===== config.mk =====
export PLATFORM = sky130hd
export DESIGN_NAME = conv2_mac_scheduler
export DESIGN_NICKNAME = d
export VERILOG_FILES = /design/src/rtl/conv2_mac_scheduler.sv
export SDC_FILE = /design/constraint.sdc
export NUM_CORES = 1
export LEC_CHECK = 0
export BUFFER_PORTS_ARGS = -buffer_cell sky130_fd_sc_hd__buf_2
export CORE_MARGIN = 5
export CORE_UTILIZATION = 45
export CTS_CLUSTER_DIAMETER = 120
export DETAILED_ROUTE_END_ITERATION = 6
export PLACE_DENSITY = 0.79
export SYNTH_ARGS = -nofsm -noshare
export SYNTH_HDL_FRONTEND = slang
export SYNTH_HIERARCHICAL = 1
export SYNTH_SLANG_ARGS = --single-unit

===== constraint.sdc =====
create_clock -name clk -period 5.52 [get_ports clk]
set_clock_uncertainty 0.2 [all_clocks]
set_input_delay 0.276 -clock clk [delete_from_list [all_inputs] [get_ports clk]]
set_output_delay 0.276 -clock clk [all_outputs]
set_load 0.005 [all_outputs]

===== src/rtl/conv2_mac_scheduler.sv =====
// Conv layer 2 six-lane MAC sequencer: issues operand groups to the multiplier stage and
// accumulates returned products into one signed sum. CONV2_ZERO_SKIP_EN enables whole-group zero skipping.

module conv2_mac_lane #(
  parameter int PROD_W = 16,
  parameter int SUM_W  = 19
) (
  input  logic [PROD_W-1:0] prod,
  output logic [SUM_W-1:0]  prod_ext
);
  assign prod_ext = {{(SUM_W-PROD_W){prod[PROD_W-1]}}, prod};
endmodule

module conv2_mac_scheduler #(
  parameter int LANES  = 6,
  parameter int DATA_W = 8,
  parameter int PROD_W = 16,
  parameter int ACC_W  = 24,
  parameter int GRP_W  = 5
) (
  input  logic                    clk,
  input  logic                    rst_n,
  input  logic                    start,
  input  logic [GRP_W-1:0]        num_groups,
  input  logic                    in_valid,
  output logic                    in_ready,
  input  logic [LANES*DATA_W-1:0] feat_bus,
  input  logic [LANES*DATA_W-1:0] wgt_bus,
  output logic                    mul_enable,
  output logic [LANES*DATA_W-1:0] mul_feat,
  output logic [LANES*DATA_W-1:0] mul_wgt,
  input  logic                    mul_done,
  input  logic [LANES*PROD_W-1:0] mul_prod,
  output logic                    out_valid,
  input  logic                    out_ready,
  output logic [ACC_W-1:0]        out_sum,
  output logic                    busy,
  output logic [GRP_W-1:0]        skip_cnt
);
  localparam int SUM_W = PROD_W + 3;
  localparam logic [GRP_W-1:0] MAX_GRP = GRP_W'(16);
  localparam logic [GRP_W-1:0] ONE     = GRP_W'(1);

  typedef enum logic [1:0] {IDLE, RUN, DONE} state_t;

  state_t                     state_q, state_d;
  logic [GRP_W-1:0]           ngrp_q, ngrp_d, issued_q, issued_d;
  logic [GRP_W-1:0]           completed_q, completed_d, skip_q, skip_d;
  logic [ACC_W-1:0]           acc_q, acc_d;
  logic [GRP_W-1:0]           ngrp_clamp;
  logic [LANES-1:0][SUM_W-1:0] lane_ext;
  logic [SUM_W-1:0]           lane_sum;
  logic                       grp_skip, accept, done_ok;

  for (genvar g = 0; g < LANES; g++) begin : g_lane
    conv2_mac_lane #(.PROD_W(PROD_W), .SUM_W(SUM_W)) u_lane (
      .prod     (mul_prod[g*PROD_W +: PROD_W]),
      .prod_ext (lane_ext[g])
    );
  end

`ifdef CONV2_ZERO_SKIP_EN
  logic [LANES-1:0] lane_zero;
  for (genvar g = 0; g < LANES; g++) begin : g_zero
    assign lane_zero[g] = (feat_bus[g*DATA_W +: DATA_W] == '0) ||
                          (wgt_bus[g*DATA_W +: DATA_W] == '0);
  end
  assign grp_skip = &lane_zero;
`else
  assign grp_skip = 1'b0;
`endif

  always_comb begin
    lane_sum = '0;
    for (int i = 0; i < LANES; i++) lane_sum = lane_sum + lane_ext[i];
  end

  always_comb begin
    if (num_groups == '0)          ngrp_clamp = ONE;
    else if (num_groups > MAX_GRP) ngrp_clamp = MAX_GRP;
    else                           ngrp_clamp = num_groups;
  end

  assign mul_feat   = feat_bus;
  assign mul_wgt    = wgt_bus;
  assign mul_enable = accept && !grp_skip;
  assign out_sum    = acc_q;
  assign busy       = (state_q != IDLE);
  assign skip_cnt   = skip_q;

  always_comb begin
    state_d     = state_q;
    ngrp_d      = ngrp_q;
    issued_d    = issued_q;
    completed_d = completed_q;
    skip_d      = skip_q;
    acc_d       = acc_q;
    in_ready    = 1'b0;
    accept      = 1'b0;
    done_ok     = 1'b0;
    out_valid   = 1'b0;
    case (state_q)
      IDLE: begin
        if (start) begin
          ngrp_d      = ngrp_clamp;
          issued_d    = '0;
          completed_d = '0;
          skip_d      = '0;
          acc_d       = '0;
          state_d     = RUN;
        end
      end
      RUN: begin
        in_ready = (issued_q < ngrp_q);
        accept   = in_valid && in_ready;
        // A done with nothing outstanding is a stray pulse and must not touch the sum.
        done_ok  = mul_done && (completed_q != issued_q);
        if (accept) issued_d = issued_q + ONE;
        if (done_ok) begin
          acc_d       = acc_q + {{(ACC_W-SUM_W){lane_sum[SUM_W-1]}}, lane_sum};
          completed_d = completed_d + ONE;
        end
        if (accept && grp_skip) begin
          completed_d = completed_d + ONE;
          skip_d      = skip_q + ONE;
        end
        if (completed_d == ngrp_q) state_d = DONE;
      end
      DONE: begin
        out_valid = 1'b1;
        if (out_ready) state_d = IDLE;
      end
      default: state_d = IDLE;
    endcase
  end

  always_ff @(posedge clk or negedge rst_n) begin
    if (!rst_n) begin
      state_q     <= IDLE;
      ngrp_q      <= '0;
      issued_q    <= '0;
      completed_q <= '0;
      skip_q      <= '0;
      acc_q       <= '0;
    end else begin
      state_q     <= state_d;
      ngrp_q      <= ngrp_d;
      issued_q    <= issued_d;
      completed_q <= completed_d;
      skip_q      <= skip_d;
      acc_q       <= acc_d;
    end
  end
endmodule


==> results of run 1 <==
==> critical path: stages <==
cell and delay (ns):
buf_2 0.08, inv_2 0.03, fa_1 0.53, inv_1 0.05
fa_1 0.45, fa_1 0.54, ha_4 0.15, inv_2 0.04
fa_2 0.41, nor2b_4 0.13, o31a_1 0.22, o2111a_2 0.27
o31ai_4 0.10, buf_4 0.15, o211a_1 0.23, a311oi_4 0.28
ha_1 0.32, a211o_1 0.29, or3_1 0.36, o31ai_2 0.24
xor2_1 0.17, o21ai_1 0.07
==> power groups by stage <==
stage / logic (µW) / registers [µW] / clock network (µW)
2_1_floorplan: 3750 / 555 / 0
3_3_place_gp: 4870 / 575 / 0
3_5_place_dp: 4990 / 584 / 0
4_1_cts: 5020 / 579 / 290
5_1_grt: 6110 / 598 / 303
6_report: 5440 / 579 / 283
==> flip-flops by register name (all words and copies together) (netlist names) <==
signal and flops:
issued_q 5, state_q 2, ngrp_q 5, out_sum 24
completed_q 5
==> timing repair <==
| item | in CTS | in global routing |
|---|---|---|
| buffers inserted | 0 | 8 |
| endpoints found under the hold margin | 41 | 0 |
| gates resized for setup | 0 | 47 |
| endpoints found under the setup margin | 0 | 7 |
| hold buffers | 1 | 0 |
==> logic make-up after synthesis <==
kind of cell	after synthesis	share of synthesized area (%)
flops	41	13.52
fa+ha+maj	121	27.07
simple gates	151	10.19
other cells	1	0.04941
compound gates	127	11.01
mux	2	0.2802
buf+inv	422	31.82
xor+xnor	48	6.067
==> synth_stat cells, types with 3 or more instances <==
master / n / area (µm²)
o211ai_1: 3 / 22.52
nor2b_1: 6 / 37.54
nand2_1: 23 / 86.33
dfrtp_1: 41 / 1026
xor2_1: 17 / 148.9
o31ai_1: 7 / 52.55
xnor2_1: 28 / 245.2
nor2_1: 31 / 116.4
nand3b_1: 4 / 30.03
buf_4: 216 / 1622
o21a_1: 3 / 22.52
o21ai_0: 31 / 155.2
nand2b_1: 7 / 43.79
inv_1: 193 / 724.4
clkbuf_1: 11 / 41.29
o211a_1: 3 / 30.03
o21ai_1: 18 / 90.09
and3_1: 3 / 18.77
ha_1: 49 / 613.1
and2_1: 5 / 31.28
nand3_1: 38 / 190.2
o21bai_1: 3 / 22.52
a211o_1: 5 / 43.79
nand4_1: 3 / 18.77
a21oi_1: 23 / 115.1
or3_1: 8 / 50.05
nor3_1: 9 / 45.04
fa_1: 72 / 1441
a21o_1: 11 / 82.58
==> per-layer routing <==
| metal | vias to the layer above | track usage [%] |
|---|---|---|
| li1 | 2546 | - |
| met1 | 2446 | 16.70 |
| met2 | 170 | 25.58 |
| met3 | 56 | 5.214 |
| met4 | 0 | 5.252 |
| met5 | - | 0 |
==> cell type report <==
class | instances | share of cell area [%]
multi-input cells | 454 | 57.94
flip-flops and latches | 41 | 13.54
repair buffers | 178 | 13.49
inverters | 193 | 9.561
well taps | 220 | 3.633
clock buffers | 6 | 1.701
clock inverters | 2 | 0.1321
==> path summary, 6_finish.rpt <==
kind                                        start                      end  cells after the start  slack, ns
min in group asynchronous                   rst_n   state_q[1]$_DFFE_PN0P_                      2       0.49
max reg2reg                out_sum[0]$_DFFE_PN0P_  out_sum[18]$_DFFE_PN0P_                     12       2.54
max                                  mul_prod[18]  out_sum[22]$_DFFE_PN0P_                     22       0.07
min reg2reg                out_sum[4]$_DFFE_PN0P_   out_sum[4]$_DFFE_PN0P_                      2       0.34
max in group asynchronous                   rst_n   out_sum[8]$_DFFE_PN0P_                      2       4.03
min                                 num_groups[4]    ngrp_q[0]$_DFFE_PN0P_                      2       0.03
==> per-stage QoR <==
| step | hold slack, ns | setup TNS [ns] |
|---|---|---|
| 3_5_place_dp | 0.2849 | -0.9322 |
| 4_1_cts | 0.01874 | 0 |
| 6_report | 0.03171 | 0 |
| 2_1_floorplan | -0.2196 | -0.009857 |
| 3_3_place_gp | 0.2902 | -0.4447 |
| 5_1_grt | 0.03554 | -0.6051 |
==> summary.md, run 1 <==
| Metric | Value |
|---|---|
| Achievable Freq | `~0.18 GHz` |
| CP arrival | `about 5.4 ns` |
| PortBufs | `about 130` |
| Critical path required time | `5.44 ns` |
| Mapped Avg Cell Area | `8.313 µm²` |
| Post-synthesis sequential area ratio | `around 14%` |
| Antenna diodes | `0` |
| M1 WL | `5.584 mm` |
| CP Class | `primary input to flip-flop` |
| Max VDD drop | `0.3803 mV` |
| Post-synth EDFFs | `0` |
| Clock Latency Late Sink | `0.28 ns` |
| DRT antenna net count | `0` |
| Row count | `47` |
| Place WS | `-0.2333 ns` |
| Max-slew violations | `0` |
| Status | `completed` |
| Share of cells above drive strength 1 | `28.26%` |
| Relative slew slack | `between 30% and 40%` |
| RSZ-0062 raised after global routing | `true` |
| Tcrit/Tclk final | `98.81%` |
| CTS tree | `yes` |
| Die W | `139.9 µm` |
| Total Power | `6305 µW` |
| Lkg Pwr | `roughly 0.0042 µW` |
| Synth Flop Type | `dfrtp_1` |
| PD cells | `832.1 nW/µm²` |
| Starting DRT DRC Count | `around 190` |
| Tmin final | `~5.5 ns` |
| Combinational Power Share | `86.3%` |
| Post-Synthesis Cells | `913` |
| Reg power frac | `9.2%` |
| Clock slew at reported path FFs | `0.06 ns` |
| Final WL | `15.27 mm` |
| Max Cap Violations | `0` |
| Commonest non-fill, non-tap cell in the layout | `inv_1` |
| Clock network power share | `under 10%` |
| Clock sink count | `a little over 40` |
| CP startpoint kind | `primary input` |
| Asr flop ratio synth | `100.0%` |
| Min setup slack post-route | `0.06541 ns` |
| Crit Path Max Fanout | `4` |
| Core box area | `approximately 17000 µm²` |
| WL met3 | `1.469 mm` |
| Max Buffers Root-to-Sink | `2` |
| Routability cong. | `0.8558` |
| Wirelength per Cell | `13.96 µm` |
| Register Area | `1026 µm²` |
| Vias in the first global route | `5217` |
| Final Core Density | `a little under half` |
| Type of the tightest min-delay check | `primary input to flip-flop` |
| Gr usage total | `between 10% and 20%` |
| TritonCTS buffer count | `5` |
| FF+latch count, synth | `41` |
| Final Cell Area | `7577 µm²` |
| Placed Area | `7206 µm²` |
| Number of vias per cell | `4.770` |
| Via count | `about 5200` |
| Critical Path End Type | `flip-flop` |
| Largest net degree at the start of global routing | `56` |
| Multi-input gate area in the final layout | `4390 µm²` |
| Yosys warns | `6` |
| Global-route wire length before repair | `about 24 mm` |
| Die height | `139.9 µm` |
| Fin nets | `approximately 1200` |
| Net Switching | `3038 µW` |
| Synth cell types | `62` |
| H-tree Lvls | `2` |
| # fillers | `1664` |
| Most frequent cells in the layout | `182 x inv_1, 131 x buf_2, 70 x fa_1` |
| Area grow syn2layout | `-0.1648%` |
| Final Hold Fails | `0` |
| Cell area after synthesis | `around 7600 µm²` |
| Antenna violations before repair | `0` |
| DRC Markers | `0` |
| Pre-Repair DR Iteration Count | `4` |
| Final cell count without fillers | `1094` |
| Top sig layer | `met4` |
| Setup-failing EPs final | `0` |
| Cells after DPL | `around 1100` |
| Fraction of power spent switching nets | `48.18%` |
| Internal | `3267 µW` |
| Metal2 WL | `7.798 mm` |
| Root Buffer | `clkbuf_16` |
| Die Area | `19560 µm²` |
| Total gr overflow | `0` |
| Worst-Margin Slew | `0.9779 ns` |
| Ports | `between 300 and 400` |
| Post-DP HPWL | `12.81 mm` |
| Initial Utilization | `45.77%` |
Note: power is estimated with default switching activity, not from simulation.
==> inputs of run 2 (changes only) <==
- ABC_AREA: not set -> 1
==> summary.md, run 2 <==
| Metric | Value |
|---|---|
| Routability cong. | `0.9591 (was 0.8558)` |
| Mapped Avg Cell Area | `7.241 µm² (was 8.313 µm²)` |
| Core box area | `17360 µm² (was 16580 µm²)` |
| H-tree Lvls | `2 (unchanged)` |
| Gr usage total | `16.77% (was 14.71%)` |
| Post-Synthesis Cells | `1104 (was 913)` |
| CP startpoint kind | `primary input (unchanged)` |
| Cells resized by post-CTS repair | `0 (unchanged)` |
| Fin nets | `1356 (was 1197)` |
| Yosys warns | `6 (unchanged)` |
| Global-route wire length before repair | `28.17 mm (was 24.34 mm)` |
| Pre-Repair DR Iteration Count | `5 (was 4)` |
| DRT antenna net count | `0 (unchanged)` |
| Tcrit/Tclk final | `92.44% (was 98.81%)` |
| Die Area | `20530 µm² (was 19560 µm²)` |
| Die W | `143.3 µm (was 139.9 µm)` |
| Max VDD drop | `0.3619 mV (was 0.3803 mV)` |
| Slowest-stage cell, CP | `fa_1 (unchanged)` |
| Final Hold Fails | `0 (unchanged)` |
| Final setup TNS | `0 ns (unchanged)` |
| Antenna violations before repair | `0 (unchanged)` |
| Area grow syn2layout | `-6.073% (was -0.1648%)` |
| Type of the tightest min-delay check | `primary input to flip-flop (unchanged)` |
| CTS tree | `yes (unchanged)` |
| Post-DP HPWL | `14.42 mm (was 12.81 mm)` |
| CP Depth | `28 (was 22)` |
| Total Power | `5811 µW (was 6305 µW)` |
| Antenna diodes | `0 (unchanged)` |
| Ports | `332 (unchanged)` |
| Critical path required time | `5.51 ns (was 5.44 ns)` |
| CP most frequent cell | `nand2_1 (was fa_1)` |
| Synth cell types | `39 (was 62)` |
| Placed Area | `7322 µm² (was 7206 µm²)` |
| Root Buffer | `clkbuf_16 (unchanged)` |
| Initial Utilization | `46.06% (was 45.77%)` |
| Starting DRT DRC Count | `290 (was 189)` |
| Achievable Freq | `0.1960 GHz (was 0.1833 GHz)` |
| Setup-failing EPs final | `0 (unchanged)` |
| Tmin final | `5.103 ns (was 5.455 ns)` |
| PD cells | `773.9 nW/µm² (was 832.1 nW/µm²)` |
| Cell area after synthesis | `7994 µm² (was 7590 µm²)` |
| Clock Latency Late Sink | `0.30 ns (was 0.28 ns)` |
| Max-slew violations | `0 (unchanged)` |
| Final Core Density | `43.26% (was 45.69%)` |
| Post-synth top cells | `243 x inv_1, 215 x buf_4, 180 x nand2_1 (was 216 x buf_4, 193 x inv_1, 72 x fa_1)` |
| PortBufs | `134 (unchanged)` |
| Max Cap Violations | `0 (unchanged)` |
| Commonest non-fill, non-tap cell in the layout | `inv_1 (unchanged)` |
| Min-Delay Path Depth | `3 (was 2)` |
| CP max stage delay | `0.56 ns (was 0.54 ns)` |
| Synth Flop Type | `dfrtp_1 (unchanged)` |
| Max Buffers Root-to-Sink | `2 (unchanged)` |
| Crit Path Max Fanout | `5 (was 4)` |
| Yosys top cell by area | `buf_4 (unchanged)` |
| Clock slew at reported path FFs | `0.07 ns (was 0.06 ns)` |
| Via count | `6047 (was 5218)` |
| Total gr overflow | `0 (unchanged)` |
| # hold bufs at CTS | `1 (unchanged)` |
| Wirelength per Cell | `13.42 µm (was 13.96 µm)` |
| Total setup buffers inserted after CTS | `0 (unchanged)` |
| Status | `completed (unchanged)` |
| CP arrival | `5.09 ns (was 5.38 ns)` |
| Largest net degree at the start of global routing | `42 (was 56)` |
| Reg2reg path depth | `13 (was 12)` |
| Area contributors post-synth | `buf_4 20%, fa_1 18%, dfrtp_1 13%, inv_1 11%, nand2_1 8.5% (was buf_4 21%, fa_1 19%, dfrtp_1 14%, inv_1 9.5%, ha_1 8.1%)` |
| Relative slew slack | `32.96% (was 34.81%)` |
| TritonCTS buffer count | `5 (unchanged)` |
| Cells after DPL | `1249 (was 1078)` |
| Max reg flops | `24 (unchanged)` |
| DRC Markers | `0 (unchanged)` |
| Most common cell in the netlist | `inv_1 (was buf_4)` |
| Final cell count without fillers | `1258 (was 1094)` |
| Post-synth top area share | `20.19% (was 21.36%)` |
| Most frequent cells in the layout | `243 x inv_1, 180 x nand2_1, 134 x buf_2 (was 182 x inv_1, 131 x buf_2, 70 x fa_1)` |
| Clock sink count | `41 (unchanged)` |
| Final WL | `16.88 mm (was 15.27 mm)` |
| Row count | `48 (was 47)` |
| CP delay by family, top | `adder cells (unchanged)` |
| Critical Path End Type | `flip-flop (unchanged)` |
| Final Cell Area | `7508 µm² (was 7577 µm²)` |
| Vias in the first global route | `5986 (was 5217)` |
| Post-synth EDFFs | `0 (unchanged)` |
| # fillers | `1789 (was 1664)` |
| Worst-Margin Slew | `1.006 ns (was 0.9779 ns)` |
| Share of cells above drive strength 1 | `16.07% (was 28.26%)` |
| FF-to-FF setup slack | `2.74 ns (was 2.54 ns)` |
| Post-synthesis sequential area ratio | `12.83% (was 13.52%)` |
| Asr flop ratio synth | `100.0% (unchanged)` |
| Number of vias per cell | `4.807 (was 4.770)` |
| WP buf/inv | `5 (unchanged)` |
| Lkg Pwr | `0.004412 µW (was 0.004183 µW)` |
| RSZ-0062 raised after global routing | `false (was true)` |
| Die height | `143.3 µm (was 139.9 µm)` |
| CP Class | `primary input to flip-flop (unchanged)` |
| FF+latch count, synth | `41 (unchanged)` |
run 2: changes by cell type in the layout (fill, tap and decap cells not counted), moves of 13 or more:
cell	previous run	this run
nor2_1	30	48
a21oi_1	15	59
nand2_1	23	180
xnor2_1	24	11
buf_4	43	1
inv_1	182	243
run 2: where the power goes:
| group | total [µW] | internal, µW | switching [µW] |
|---|---|---|---|
| logic | 4850 | 1700 | 3160 |
| registers | 597 | 455 | 143 |
| clock network | 359 | 226 | 133 |
run 2: cell type report:
class | instances | area [µm²] | share of cell area, %
Tap cell | 225 | 281.5 | 3.749
Clock inverter | 2 | 37.54 | 0.4999
Inverter | 248 | 933.4 | 12.43
Timing Repair Buffer | 136 | 688.2 | 9.165
Sequential cell | 41 | 1026 | 13.66
Multi-Input combinational cell | 600 | 4403 | 58.64
Clock buffer | 6 | 138.9 | 1.850
run 2: per-stage QoR:
step | hold slack, ns | setup slack [ns]
6_report | 0.01956 | 0.4171
5_1_grt | 0.04835 | 0.02122
4_1_cts | 0.01603 | 0.4288
3_5_place_dp | 0.3054 | 0.1587
3_3_place_gp | 0.2987 | 0.2101
2_1_floorplan | -0.2196 | 0.6737
run 2: cell families (layout without fill, tap and decap cells):
| group | Yosys count | in the layout | synth area share [%] |
|---|---|---|---|
| compound gates | 139 | 139 | 9.548 |
| xor+xnor | 26 | 26 | 2.849 |
| fa+ha+maj | 121 | 121 | 25.70 |
| buf+inv | 467 | 392 | 32.27 |
| flops | 41 | 41 | 12.83 |
| other cells | 1 | 5 | 0.04691 |
| simple gates | 309 | 309 | 16.75 |
run 2: worst paths after layout:
check,startpoint,endpoint
max,mul_prod[2],out_sum[19]$_DFFE_PN0P_
min,num_groups[0],ngrp_q[0]$_DFFE_PN0P_
max reg2reg,out_sum[0]$_DFFE_PN0P_,out_sum[16]$_DFFE_PN0P_
min reg2reg,out_sum[6]$_DFFE_PN0P_,out_sum[6]$_DFFE_PN0P_
max in group asynchronous,rst_n,issued_q[1]$_DFFE_PN0P_
min in group asynchronous,rst_n,out_sum[3]$_DFFE_PN0P_
run 2: worst reg2reg max path: cells and delay by family, from the launching register on:
family	cells	cell delay (ns)
compound gates	2	0.45
fa+ha+maj	2	0.61
buf+inv	2	0.22
flops	1	0.38
simple gates	7	0.83
run 2: metal layers:
layer	wire [µm]	share of wire, %	track usage, %	vias up
li1	-	-	-	3012
met1	6784	40	20.63	2756
met2	8131	48	28.91	237
met3	1626	9.6	5.124	42
met4	337	2.0	3.964	0
met5	0	0	0	-
==> inputs of run 3 (changes only) <==
- CORE_UTILIZATION: 45 -> 54
- PLACE_DENSITY: 0.79 -> 0.91
==> summary.md, run 3 (same netlist as run 2, synthesis figures left out) <==
| Metric | Value |
|---|---|
| Wirelength per Cell | `13.48 µm (was 13.42 µm)` |
| Final WL | `16.40 mm (was 16.88 mm)` |
| Routability cong. | `0.9287 (was 0.9591)` |
| Tcrit/Tclk final | `92.74% (was 92.44%)` |
| TritonCTS buffer count | `5 (unchanged)` |
| Max Buffers Root-to-Sink | `2 (unchanged)` |
| Register Area | `1026 µm² (unchanged)` |
| # fillers | `1429 (was 1789)` |
| Clock Latency Late Sink | `0.29 ns (was 0.30 ns)` |
| H-tree Lvls | `2 (unchanged)` |
| CP arrival | `5.09 ns (about the same)` |
| Initial Utilization | `55.00% (was 46.06%)` |
| Clock network power share | `6.8% (was 6.2%)` |
| Core box area | `14530 µm² (was 17360 µm²)` |
| Via count | `6072 (was 6047)` |
| Die W | `131.7 µm (was 143.3 µm)` |
| CP startpoint kind | `primary input (unchanged)` |
| Root Buffer | `clkbuf_16 (unchanged)` |
| Share of cells above drive strength 1 | `16.26% (was 16.07%)` |
| Die height | `131.7 µm (was 143.3 µm)` |
| Ports | `332 (unchanged)` |
| RSZ-0062 raised after global routing | `false (unchanged)` |
| Internal | `2414 µW (was 2379 µW)` |
| Multi-input gate area in the final layout | `4412 µm² (was 4403 µm²)` |
| Critical Path End Type | `flip-flop (unchanged)` |
| Critical path required time | `5.49 ns (was 5.51 ns)` |
| Max reg flops | `24 (unchanged)` |
| Final setup TNS | `0 ns (unchanged)` |
| Gr usage total | `18.63% (was 16.77%)` |
| Max Cap Violations | `0 (unchanged)` |
| Fraction of power spent switching nets | `58.62% (was 59.06%)` |
| PD cells | `779.7 nW/µm² (was 773.9 nW/µm²)` |
| CP Class | `primary input to flip-flop (unchanged)` |
| Placed Area | `7271 µm² (was 7322 µm²)` |
| Crit Path Max Fanout | `5 (unchanged)` |
| Antenna diodes | `0 (unchanged)` |
| Tmin final | `5.120 ns (was 5.103 ns)` |
| Relative slew slack | `32.48% (was 32.96%)` |
| Final Cell Area | `7483 µm² (was 7508 µm²)` |
| Place WS | `0.05783 ns (was 0.1587 ns)` |
| Die Area | `17340 µm² (was 20530 µm²)` |
| Worst-Margin Slew | `1.013 ns (was 1.006 ns)` |
| Combinational Power Share | `82.9% (was 83.5%)` |
| Global-route wire length before repair | `27.54 mm (was 28.17 mm)` |
| Total Power | `5835 µW (was 5811 µW)` |
| Reg power frac | `10.3% (about the same)` |
| Max VDD drop | `0.4037 mV (was 0.3619 mV)` |
| Net Switching | `3420 µW (was 3432 µW)` |
| Setup-failing EPs final | `0 (unchanged)` |
| Clock slew at reported path FFs | `0.06 ns (was 0.07 ns)` |
| Final Hold Fails | `0 (unchanged)` |
| Total setup buffers inserted after CTS | `0 (unchanged)` |
| Lkg Pwr | `0.004424 µW (was 0.004412 µW)` |
| Status | `completed (unchanged)` |
| Achievable Freq | `0.1953 GHz (was 0.1960 GHz)` |
| Most frequent cells in the layout | `243 x inv_1, 179 x nand2_1, 134 x buf_2 (was 243 x inv_1, 180 x nand2_1, 134 x buf_2)` |
| Post-DP HPWL | `14.02 mm (was 14.42 mm)` |
| Commonest non-fill, non-tap cell in the layout | `inv_1 (unchanged)` |
| Vias in the first global route | `6103 (was 5986)` |
| Total gr overflow | `0 (unchanged)` |
| Type of the tightest min-delay check | `primary input to flip-flop (unchanged)` |
| Starting DRT DRC Count | `322 (was 290)` |
| PortBufs | `134 (unchanged)` |
| DRC Markers | `0 (unchanged)` |
| CTS tree | `yes (unchanged)` |
| Clock sink count | `41 (unchanged)` |
| Largest net degree at the start of global routing | `42 (unchanged)` |
| Number of vias per cell | `4.989 (was 4.807)` |
| Antenna violations before repair | `0 (unchanged)` |
| Fin nets | `1356 (unchanged)` |
| Max-slew violations | `0 (unchanged)` |
| Min setup slack post-route | `0.4005 ns (was 0.4171 ns)` |
| Row count | `44 (was 48)` |
| Pre-Repair DR Iteration Count | `6 (was 5)` |
| DRT antenna net count | `0 (unchanged)` |
| Area grow syn2layout | `-6.386% (was -6.073%)` |
[run 3: layout make-up]
type / instances / area share (%)
flip-flops and latches: 41 / 13.71
inverters: 248 / 12.47
repair buffers: 136 / 9.196
clock inverters: 3 / 0.9196
well taps: 184 / 3.076
multi-input cells: 600 / 58.95
clock buffers: 5 / 1.672
[run 3: power groups by stage]
stage | sequential (µW) | combinational, µW | clock, µW
global placement | 595 | 4680 | 0
floorplan | 577 | 3750 | 0
global route | 616 | 5560 | 415
detailed placement | 600 | 4780 | 0
finish | 599 | 4840 | 396
CTS | 596 | 4810 | 406
[run 3: repair_timing]
action | in CTS | in global routing
hold endpoints to repair | 41 | 0
resized for setup | 0 | 2
hold buffers | 1 | 0
setup endpoints to repair | 0 | 2
[run 3: path summary, 6_finish.rpt]
| kind | slack [ns] | start | cells past startpoint | endpoint |
|---|---|---|---|---|
| max | 0.40 | mul_prod[2] | 28 | out_sum[19]$_DFFE_PN0P_ |
| max in group asynchronous | 3.99 | rst_n | 2 | state_q[1]$_DFFE_PN0P_ |
| min reg2reg | 0.32 | out_sum[2]$_DFFE_PN0P_ | 2 | out_sum[2]$_DFFE_PN0P_ |
| min in group asynchronous | 0.50 | rst_n | 2 | completed_q[2]$_DFFE_PN0P_ |
| max reg2reg | 2.78 | out_sum[0]$_DFFE_PN0P_ | 13 | out_sum[16]$_DFFE_PN0P_ |
| min | 0.03 | out_ready | 4 | state_q[1]$_DFFE_PN0P_ |
[run 3: per-stage QoR]
step / std cells / utilization [%] / hold WS (ns)
final: 1217 / 51.49 / 0.02950
after global routing: 1217 / 51.49 / 0.03273
after CTS: 1217 / 51.43 / 0.02366
after detailed placement: 1208 / 50.03 / 0.3001
after global placement: 1208 / 50.03 / 0.2834
after floorplan: 1108 / - / -0.2196
[run 3: worst max-delay path: stages]
cell and delay [ns]:
buf_2 0.07, inv_1 0.04, fa_1 0.54, inv_1 0.06
fa_1 0.51, fa_1 0.57, ha_1 0.19, inv_1 0.06
fa_1 0.39, nand3b_1 0.18, nand2_1 0.14, nand2_1 0.08
nand2_2 0.13, a31oi_1 0.14, o21bai_1 0.18, xor2_1 0.09
ha_1 0.36, nand2_1 0.10, nor2_1 0.11, inv_1 0.06
nor2_1 0.19, nand4_1 0.12, nand3_1 0.19, nand2_1 0.07
nand2_1 0.08, nand2_1 0.05, nand2_1 0.05, o21ai_1 0.06
[run 3: layer usage]
layer | vias up | part of all wire [%] | track usage (%)
met4 | 0 | 2.3 | 6.000
met1 | 2792 | 39 | 21.63
met3 | 46 | 8.0 | 4.817
li1 | 3011 | - | -
met5 | - | 0 | 1.389
met2 | 223 | 50 | 33.30
